===== src/rtl/fetch_pkg.sv =====
// Shared types and helpers for the queued fetch stage: opcodes, queue entry
// layout, FSM state encoding and immediate decoders for early target calculation.
package fetch_pkg;

    localparam logic [6:0]  OP_JAL    = 7'b1101111;
    localparam logic [6:0]  OP_BRANCH = 7'b1100011;
    localparam logic [31:0] NOP_INSTR = 32'h00000033;

    typedef enum logic [1:0] {
        IDLE,
        WAIT,
        DRAIN
    } fetch_state_e;

    typedef struct packed {
        logic [31:0] instr;
        logic [31:0] pc;
        logic [31:0] pc_p4;
        logic [31:0] target;
        logic        pred_taken;
    } fq_entry_t;

    // Sign-extended J-type immediate (JAL offset)
    function automatic logic [31:0] imm_j(input logic [31:0] instr);
        return {{12{instr[31]}}, instr[19:12], instr[20], instr[30:21], 1'b0};
    endfunction

    // Sign-extended B-type immediate (conditional branch offset)
    function automatic logic [31:0] imm_b(input logic [31:0] instr);
        return {{20{instr[31]}}, instr[7], instr[30:25], instr[11:8], 1'b0};
    endfunction

endpackage


===== src/rtl/fetch_queue.sv =====
// Instruction queue: DEPTH-entry FIFO of fq_entry_t with synchronous flush.
// Push and pop may happen in the same cycle, including when full.
module fetch_queue
    import fetch_pkg::*;
#(
    parameter int DEPTH = 4
) (
    input  logic                       clk,
    input  logic                       rst_n,
    input  logic                       i_flush,
    input  logic                       i_push,
    input  fq_entry_t                  i_push_data,
    input  logic                       i_pop,
    output fq_entry_t                  o_head,
    output logic                       o_head_valid,
    output logic [$clog2(DEPTH):0]     o_count
);

    localparam int PTR_W = $clog2(DEPTH);
    localparam logic [PTR_W:0] FULL_CNT = (PTR_W + 1)'(DEPTH);

    fq_entry_t        r_mem [DEPTH];
    logic [PTR_W-1:0] r_rd_ptr;
    logic [PTR_W-1:0] r_wr_ptr;
    logic [PTR_W:0]   r_count;

    logic w_do_pop;
    logic w_do_push;

    assign w_do_pop  = i_pop && (r_count != '0);
    assign w_do_push = i_push && ((r_count != FULL_CNT) || w_do_pop);

    // Pointer and occupancy bookkeeping; flush wins over push/pop
    // NOTE: sequential state uses non-blocking assignments so every flop samples pre-edge values.
    always_ff @(posedge clk or negedge rst_n) begin
        if (!rst_n) begin
            r_rd_ptr <= '0;
            r_wr_ptr <= '0;
            r_count  <= '0;
        end else if (i_flush) begin
            r_rd_ptr <= '0;
            r_wr_ptr <= '0;
            r_count  <= '0;
        end else begin
            if (w_do_push) r_wr_ptr <= r_wr_ptr + 1'b1;
            if (w_do_pop)  r_rd_ptr <= r_rd_ptr + 1'b1;
            r_count <= r_count + {{PTR_W{1'b0}}, w_do_push} - {{PTR_W{1'b0}}, w_do_pop};
        end
    end

    // Entry storage write
    // NOTE: storage has no reset; r_count gates every read, so stale contents are never observed.
    always_ff @(posedge clk) begin
        if (w_do_push && !i_flush) r_mem[r_wr_ptr] <= i_push_data;
    end

    assign o_head       = r_mem[r_rd_ptr];
    assign o_head_valid = (r_count != '0);
    assign o_count      = r_count;

endmodule


===== src/rtl/fetch_queued.sv =====
// Queued fetch stage: PC generation, single-outstanding L1I requests, early
// JAL/branch prediction with an inline 2-bit BHT, and an instruction queue to decode.
// Optional FETCH_PERF_EN adds perf_fetched / perf_redirects / perf_full_cycles counters.
module fetch_queued
    import fetch_pkg::*;
#(
    parameter logic [31:0] RESET_PC = 32'h0,
    parameter int          FQ_DEPTH = 4,
    parameter int          BP_IDX_W = 8
) (
    input  logic                clk,
    input  logic                rst_n,
    input  logic                mispredict,
    input  logic [31:0]         override_addr,
    input  logic                mstall,
    input  logic                bp_we,
    input  logic [BP_IDX_W-1:0] bp_w_addr,
    input  logic                bp_did_branch,
    output logic                ic_req,
    output logic [31:0]         ic_addr,
    input  logic                ic_gnt,
    input  logic                ic_valid,
    input  logic [31:0]         ic_data,
    output logic                f_valid,
    input  logic                dec_ready,
    output logic [31:0]         f_instr,
    output logic [31:0]         f_pc,
    output logic [31:0]         f_pc_p4,
    output logic [31:0]         f_target,
    output logic                f_pred_taken
`ifdef FETCH_PERF_EN
    ,
    output logic [31:0]         perf_fetched,
    output logic [31:0]         perf_redirects,
    output logic [31:0]         perf_full_cycles
`endif
);

    localparam int               CNT_W    = $clog2(FQ_DEPTH) + 1;
    localparam logic [CNT_W-1:0] FULL_CNT = CNT_W'(FQ_DEPTH);
    localparam int               BHT_SIZE = 2 ** BP_IDX_W;

    fetch_state_e r_state;
    fetch_state_e w_state_next;
    logic [31:0]  r_pc;
    logic [1:0]   r_bht [BHT_SIZE];

    logic [BP_IDX_W-1:0] w_bht_idx;
    logic [1:0]          w_bht_ctr;
    logic [6:0]          w_opcode;
    logic                w_is_jal;
    logic                w_is_branch;
    logic                w_pred;
    logic [31:0]         w_imm;
    logic [31:0]         w_target;
    logic [31:0]         w_pc_p4;
    logic                w_resp_accept;
    logic                w_enq;
    logic                w_deq;
    logic                w_grant;
    logic                w_full;
    logic [CNT_W-1:0]    w_count;
    logic                w_head_valid;
    fq_entry_t           w_head;
    fq_entry_t           w_enq_entry;

    // Early decode of the returning word for prediction and target
    assign w_bht_idx   = r_pc[BP_IDX_W+1:2];
    assign w_bht_ctr   = r_bht[w_bht_idx];
    assign w_opcode    = ic_data[6:0];
    assign w_is_jal    = (w_opcode == OP_JAL);
    assign w_is_branch = (w_opcode == OP_BRANCH);
    assign w_pred      = w_is_jal || (w_is_branch && w_bht_ctr[1]);
    assign w_imm       = w_is_jal ? imm_j(ic_data) : imm_b(ic_data);
    assign w_target    = r_pc + w_imm;
    assign w_pc_p4     = r_pc + 32'd4;

    // A response is only consumed in WAIT; a redirect in that cycle throws it away
    assign w_resp_accept = (r_state == WAIT) && ic_valid;
    assign w_enq         = w_resp_accept && !mispredict;
    assign w_deq         = w_head_valid && dec_ready && !mstall;
    assign w_full        = (w_count == FULL_CNT);
    assign w_grant       = ic_req && ic_gnt;

    assign w_enq_entry = '{instr:      ic_data,
                           pc:         r_pc,
                           pc_p4:      w_pc_p4,
                           target:     w_target,
                           pred_taken: w_pred};

    fetch_queue #(
        .DEPTH(FQ_DEPTH)
    ) u_queue (
        .clk          (clk),
        .rst_n        (rst_n),
        .i_flush      (mispredict),
        .i_push       (w_enq),
        .i_push_data  (w_enq_entry),
        .i_pop        (w_deq),
        .o_head       (w_head),
        .o_head_valid (w_head_valid),
        .o_count      (w_count)
    );

    // FSM state register
    always_ff @(posedge clk or negedge rst_n) begin
        if (!rst_n) r_state <= IDLE;
        else        r_state <= w_state_next;
    end

    // FSM next state: a redirect while a request is in flight forces DRAIN
    // NOTE: every always_comb output gets a default first so no path infers a latch.
    always_comb begin
        w_state_next = r_state;
        unique case (r_state)
            IDLE:    if (w_grant) w_state_next = mispredict ? DRAIN : WAIT;
            WAIT: begin
                if (ic_valid)        w_state_next = IDLE;
                else if (mispredict) w_state_next = DRAIN;
            end
            DRAIN:   if (ic_valid) w_state_next = IDLE;
            default: w_state_next = IDLE;
        endcase
    end

    // FSM outputs: request only from IDLE while the queue has a free slot
    always_comb begin
        ic_req = 1'b0;
        if (rst_n && (r_state == IDLE) && !w_full) ic_req = 1'b1;
    end

    assign ic_addr = {r_pc[31:2], 2'b00};

    // PC update: redirect first, otherwise advance on each consumed response
    always_ff @(posedge clk or negedge rst_n) begin
        if (!rst_n)             r_pc <= RESET_PC;
        else if (mispredict)    r_pc <= override_addr;
        else if (w_resp_accept) r_pc <= w_pred ? w_target : w_pc_p4;
    end

    // BHT training: saturating 2-bit counters, weakly not-taken after reset
    always_ff @(posedge clk or negedge rst_n) begin
        if (!rst_n) begin
            for (int i = 0; i < BHT_SIZE; i++) r_bht[i] <= 2'b01;
        end else if (bp_we) begin
            if (bp_did_branch) begin
                if (r_bht[bp_w_addr] != 2'b11) r_bht[bp_w_addr] <= r_bht[bp_w_addr] + 2'd1;
            end else begin
                if (r_bht[bp_w_addr] != 2'b00) r_bht[bp_w_addr] <= r_bht[bp_w_addr] - 2'd1;
            end
        end
    end

    // Decode-facing head fields; a bubble presents as NOP, not taken
    assign f_valid      = w_head_valid;
    assign f_instr      = w_head_valid ? w_head.instr : NOP_INSTR;
    assign f_pc         = w_head.pc;
    assign f_pc_p4      = w_head.pc_p4;
    assign f_target     = w_head.target;
    assign f_pred_taken = w_head_valid && w_head.pred_taken;

`ifdef FETCH_PERF_EN
    // Wrapping event counters
    always_ff @(posedge clk or negedge rst_n) begin
        if (!rst_n) begin
            perf_fetched     <= '0;
            perf_redirects   <= '0;
            perf_full_cycles <= '0;
        end else begin
            if (w_enq)      perf_fetched     <= perf_fetched + 32'd1;
            if (mispredict) perf_redirects   <= perf_redirects + 32'd1;
            if (w_full)     perf_full_cycles <= perf_full_cycles + 32'd1;
        end
    end
`endif

endmodule


===== config.mk =====
export PLATFORM = sky130hd
export DESIGN_NAME = fetch_queued
export DESIGN_NICKNAME = d
export VERILOG_FILES = /design/src/rtl/fetch_pkg.sv /design/src/rtl/fetch_queue.sv /design/src/rtl/fetch_queued.sv
export SDC_FILE = /design/constraint.sdc
export NUM_CORES = 2
export LEC_CHECK = 0
export ABC_AREA = 1
export ABC_CLOCK_PERIOD_IN_PS = 13250
export CORE_MARGIN = 10
export CORE_UTILIZATION = 25
export DETAILED_ROUTE_END_ITERATION = 8
export SYNTH_ARGS = -nofsm -noshare
export SYNTH_HDL_FRONTEND = slang
export SYNTH_SLANG_ARGS = --single-unit

===== constraint.sdc =====
create_clock -name clk -period 13.25 [get_ports clk]
set_input_delay 3.3125 -clock clk [delete_from_list [all_inputs] [get_ports clk]]
set_output_delay 3.3125 -clock clk [all_outputs]
set_load 0.05 [all_outputs]

# Word level (Yosys, flattened, before mapping)
# Memories as Yosys holds them, arrays and structs flattened.
# Index checks and enable logic that the tools add are counted.
[op_classes] eq_ne=11 n_reduce_logical=27 n_mul=0 addsub=8 n_lt_le_gt_ge=3 div_mod_pow=0 n_mux=32 n_shift=0 bitwise=2
[ops] operator="two-way mux 512 bit" count=3
[ops] operator="bitwise mux 512 bit" count=2
[ops] operator="two-way mux 32 bit" count=4
[ops] operator="adder 32 x 3 -> 32 bit (second input constant)" count=1
[ops] operator="adder 32 bit" count=1
[ops] operator="binary-select mux 2 bit (select 8 bit)" count=2
[ops] operator="two-way mux 2 bit" count=14
[ops] operator="two-way mux 20 bit" count=1
[ops] operator="greater-or-equal comparator 9 bit (second input constant)" count=2
[ops] operator="NOT 8 -> 9 bit" count=2
[ops] operator="demux 2 bit (select 8 bit)" count=1
[ops] operator="equality test 7 bit (second input constant)" count=2
[ops] operator="logical AND 1 bit" count=13
[ops] operator="nonzero test 2 bit" count=5
[ops] operator="less-than comparator 9 x 1 -> 1 bit (second input constant)" count=1
[ops] operator="adder 2 x 1 -> 2 bit (second input constant)" count=3
[ops] operator="inequality test 2 bit (second input constant)" count=3
[ops] operator="inequality test 3 bit (second input constant)" count=2
[ops] operator="case mux 2 bit (3 select lines)" count=1
[ops] operator="AND reduction 3 bit" count=2
[ops] operator="adder 3 x 1 -> 3 bit" count=1
[ops] operator="equality test 3 bit (second input constant)" count=1
[ops] operator="logical NOT 1 bit" count=3
[ops] operator="two-way mux 1 bit" count=3
[ops] operator="9 further kinds" count=10
[word_totals] ramBits=516 in_bits=81 wordCells=345 latch_bits=0 ff_bits=553 n_memories=1 rom_bits=0 out_inout_bits=163
[memory_table] memory="u_queue.r_mem" depth=4 word_bits=129 rd=1 rd_ports_with_merged_regs=0 wr=1 line_no="fetch_queue.sv:22" rtl="fq_entry_t r_mem [DEPTH];"

# Logic depth before layout (Yosys ltp)
[depth] ltp_word=9 depth_mapped=29 ltp_nobuf=25

# Modules after synthesis
# Synthesis repeated with hierarchy kept, for this count alone.
[hier_totals] cells_unflattened=5998 hier_area_um2=52700.5
[modules_own_cells] mod="fetch_queued" seq_area_each_um2=13983.4 area_per_inst_um2=33149.3 instances=1 cells_each=4686
[modules_own_cells] mod="fetch_queue" seq_area_each_um2=15670.0 area_per_inst_um2=19551.3 instances=1 cells_each=1312

# Worst setup path before layout
# No wires, ideal clock.
[synth_path] path_kind="input to register" start="input port dec_ready" end="memory u_queue.r_mem[0][0] in the netlist's numbering (enable)" t_required_ns=12.637 setup_time_ns=0.613 setup_slack_ns=3.476 arrival_ns=9.161 cell_stages=6 n_path_buf=0 cell_sequence="inv_1 nor3_1 inv_1 nand2_1 nand3_1 nor2_1"
[synth_between] elab_chain_len=8
[synth_rtl] item="from (decl)" line_no="fetch_queued.sv:25" rtl="input logic dec_ready,"
[synth_rtl] item="logical AND 1 bit (2 in a row)" line_no="fetch_queued.sv:81" rtl="assign w_deq = w_head_valid && dec_ready && !mstall;"
[synth_rtl] item="logical AND 1 bit" line_no="fetch_queue.sv:30" rtl="assign w_do_pop = i_pop && (r_count != '0);"
[synth_rtl] item="logical OR 1 bit" line_no="fetch_queue.sv:31" rtl="assign w_do_push = i_push && ((r_count != FULL_CNT) || w_do_pop);"
[synth_rtl] item="logical AND 1 bit" line_no="fetch_queue.sv:31"
[synth_rtl] item="logical AND 1 bit" line_no="fetch_queue.sv:54" rtl="if (w_do_push && !i_flush) r_mem[r_wr_ptr] <= i_push_data;"
[synth_rtl] item="two-way mux 1 bit" line_no="fetch_queue.sv:54"
[synth_rtl] item="two-way mux 1 bit (not written as such)" line_no="fetch_queue.sv:54"
[synth_rtl] item="to (decl)" line_no="fetch_queue.sv:22"
# No other way between the ends.

# Worst setup path in the final report
[layout_path] start="input port bp_w_addr[0]" end="register r_bht[351] in the netlist's numbering"
[layout_between] elab_chain_len=8 word_cells_on_any_way=21 classes_between="add/sub: 2; order compare: 2; eq/ne: 2; mux: 10; bitwise: 1; reduce/logical: 4"
[layout_rtl] item="from (decl)" line_no="fetch_queued.sv:17" rtl="input logic [BP_IDX_W-1:0] bp_w_addr,"
[layout_rtl] item="NOT 8 -> 9 bit (not written as such) *" line_no="fetch_queued.sv:147, fetch_queued.sv:149"
[layout_rtl] item="binary-select mux 2 bit (select 8 bit) (tied with other cells)" line_no="fetch_queued.sv:147, fetch_queued.sv:149"
[layout_rtl] item="two-way mux 2 bit (not written as such) or logical AND 1 bit (tied branches)" line_no="fetch_queued.sv:147, fetch_queued.sv:149"
[layout_rtl] item="two-way mux 2 bit (not written as such)" line_no="fetch_queued.sv:147, fetch_queued.sv:149"
[layout_rtl] item="subtractor 2 x 1 -> 2 bit (tied with other cells)" line_no="fetch_queued.sv:149" rtl="if (r_bht[bp_w_addr] != 2'b00) r_bht[bp_w_addr] <= r_bht[bp_w_addr] - 2'd1;"
[layout_rtl] item="bitwise mux 512 bit, on equally long branches" line_no="fetch_queued.sv:149, fetch_queued.sv:147"
[layout_rtl] item="two-way mux 512 bit, on equally long branches" line_no="fetch_queued.sv:149, fetch_queued.sv:147"
[layout_rtl] item="two-way mux 512 bit" line_no="fetch_queued.sv:146" rtl="if (bp_did_branch) begin"
[layout_rtl] item="to (decl)" line_no="fetch_queued.sv:46" rtl="logic [1:0] r_bht [BHT_SIZE];"
# Every way passes the cells marked *; elsewhere a longest branch is shown, timed or not. The select of a mux whose other input is x is not followed.
# A chain may end at the register's enable or synchronous reset.

==> flow_summary.yaml <==
sta:
  fin_crit_sh_pct: 77.1
  fmax_ghz: 0.0979
  final-setup-viol-count: 0
  rsz0062_at_grt: "no"
  worst_slew_pin_slew_ns: 1.22
  maxSlewHeadroom_pct: 18.8
  setup_tns_ns: 0
  finClkSkew_ns: 0.0359
  drv_slew: 0
  period_needed_ns: 10.22
  final-hold-violation-count: 0
  worst_slack_ns: 3.03
logic_synthesis:
  synth_area_um2: 51900
  synth_top_area_share_pct: 29.2
  synth.largest_area_cell: "edfxtp_1"
  ys_top_cells_by_area: "edfxtp_1, dfrtp_1, dfstp_2"
  synth_common_cells: "nand2_1, nor2_1, inv_1, o21ai_0, edfxtp_1"
  synth_async_sr_flop_share_pct: 52.3
  synth_cell_type_count: 49
  ys_seq_area_share_pct: 56.4
  post-synth-top-count-cell: "nand2_1"
  synth_flop_cell: "edfxtp_1"
  avgSynthCellArea_um2: 8.59
  synth_seq_cells: 1057
  synth_warnings: 0
  synth_edf_count: 504
  synthCells: 6044
clock_tree:
  htreeDepth: 3
  cts_made_buffers: 111
  post-cts-setup-buffer-count: 0
  hold_buffers: 0
  cts_buffer_depth: 3
  ctsResizeCount: 0
  clock_sinks: 1057
  tritoncts: "yes"
  insertion_delay_ns: 0.76
  cts.clk_slew.worst_paths_ns: 0.06
  cts_root_buf: "clkbuf_16"
hold_path:
  hp-class: "reg -> reg"
  whs_path_depth: 2
route:
  num_vias: 44400
  first_pass_iters: 6
  route.detailed.drc: 0
  viasPerCell: 4.96
  routedWlPerCell_um: 20.8
  ant_nets: 0
  wl_um: 186000
  drtIter0Drc: 5513
critical_path:
  critPathSlowestCell: "clkinv_2"
  cp-end-kind: "flip-flop"
  ff2ff_path_depth: 21
  worstPathArrival_ns: 10.77
  crit_required_ns: 13.81
  path_max_fanout: 53
  path_class: "in -> reg"
  rrSetupSlack_ns: 7.39
  max_stage_delay_ns: 1.05
  start_kind: "input port"
  r2r_end: "r_bht[351]$_DFFE_PN0P_"
power_and_ir_drop:
  ir_drop_v: 0.000125
  p_per_area_nw_per_um2: 167
  p_leak_uw: 0.0255
global_routing:
  grt_first_pass_wirelength_um: 275000
  grtUsageTotal_pct: 15.7
  overflow: 0
  antenna_found_initial: 15
  grt_max_degree: 221
  grt_pass1_vias: 41900
final_layout:
  drive_gt1_share_pct: 9.53
  area_delta_synth_final_pct: 17.6
  stdcell_count: 8945
  num-nets-final: 6257
  fillers: 21500
place:
  port_buffers: 241
  place_ws_ns: 2.21
  place_inst: 8723
  gp_congestion: 0.906
  hpwl_um: 119000
floorplan:
  core_um2: 207000
  dieArea_um2: 226000
  io_pins: 244
  die_y_um: 476
  row_count: 167
  die_w_um: 476
  initial_core_util_pct: 25.1
run_status:
  status: "finished, final reports clean"
flow_run:
  maxCapViolations: 0
## layout make-up
cell class / count / area [µm²] / share of cell area, %
Antenna cell: 9 / 22.5 / 0.0369
Clock buffer: 144 / 3090 / 5.07
Clock inverter: 68 / 928 / 1.52
Inverter: 740 / 2790 / 4.57
Multi-Input combinational cell: 3888 / 18300 / 30.0
Sequential cell: 1057 / 29300 / 48.0
Tap cell: 2704 / 3380 / 5.54
Timing Repair Buffer: 335 / 3190 / 5.23
## stage by stage
stage                     instance area, µm²  total power [µW]  hold slack, ns  utilization, %
final                                  61000             10200           0.467            29.5
after detailed placement               57000              6810           0.456            27.5
after floorplan                        51900              5730           0.447               -
after global placement                 57000              6770           0.455            27.5
after CTS                              61000             10200           0.468            29.5
after global routing                   61000             10600           0.476            29.5
## power breakdown
group	internal (µW)	switching [µW]	leakage, µW
sequential	3790	215	0.0112
clock	2000	1410	0.00198
combinational	731	2050	0.0123
total	6510	3680	0.0255
## worst max path at each step
stage | to | slack (ns) | cells after the start | from
after detailed placement | r_bht[321]$_DFFE_PN0P_ | 2.21 | 27 | bp_w_addr[0]
after CTS | r_bht[321]$_DFFE_PN0P_ | 2.97 | 27 | bp_w_addr[0]
after global routing | r_bht[351]$_DFFE_PN0P_ | 2.73 | 28 | bp_w_addr[0]
after floorplan | u_queue.r_mem[0][0]$_DFFE_PP_ | 3.48 | 6 | dec_ready
after global placement | r_bht[321]$_DFFE_PN0P_ | 2.32 | 27 | bp_w_addr[0]
final | r_bht[351]$_DFFE_PN0P_ | 3.03 | 28 | bp_w_addr[0]
## kinds of logic after synthesis
kind of cell,count (synthesis),synth area share [%]
buf+inv,1100,8.49
compound gates,1255,13.5
simple gates,2532,19.6
xor+xnor,52,0.877
other cells,1,0.00722
fa+ha+maj,43,1.07
flops,1057,56.4
mux,4,0.0868
## critical path, delay by kind of cell
| family | cells | cell delay [ns] |
|---|---|---|
| buf+inv | 12 | 4.60 |
| compound gates | 4 | 0.50 |
| simple gates | 11 | 2.03 |
| fa+ha+maj | 1 | 0.22 |
## layout by cell type (no fill, tap or decap), drive strengths merged, types with 17 or more instances in the layout
| cell type | netlist | routed |
|---|---|---|
| o21ai | 719 | 719 |
| xor2 | 43 | 43 |
| o211ai | 24 | 24 |
| nand2 | 1260 | 1260 |
| edfxtp | 504 | 504 |
| ha | 41 | 41 |
| a21oi | 115 | 115 |
| buf | 147 | 95 |
| dfstp | 256 | 256 |
| bufinv | 0 | 17 |
| nand4 | 67 | 67 |
| o31ai | 25 | 25 |
| nand3 | 272 | 272 |
| dfrtp | 297 | 297 |
| nor3 | 65 | 65 |
| clkdlybuf4s50 | 0 | 240 |
| clkbuf | 213 | 144 |
| o22ai | 278 | 278 |
| a22oi | 58 | 58 |
| clkinv | 7 | 50 |
| nor2 | 851 | 851 |
| inv | 733 | 738 |
## metal layers
layer	track usage, %	vias up	share of wire, %
li1	-	20200	-
met1	21.0	21500	41
met2	24.4	2284	44
met3	3.95	428	11
met4	6.03	12	4.1
met5	0	-	0.042
No activity file was read; power rests on OpenSTA's default activity.
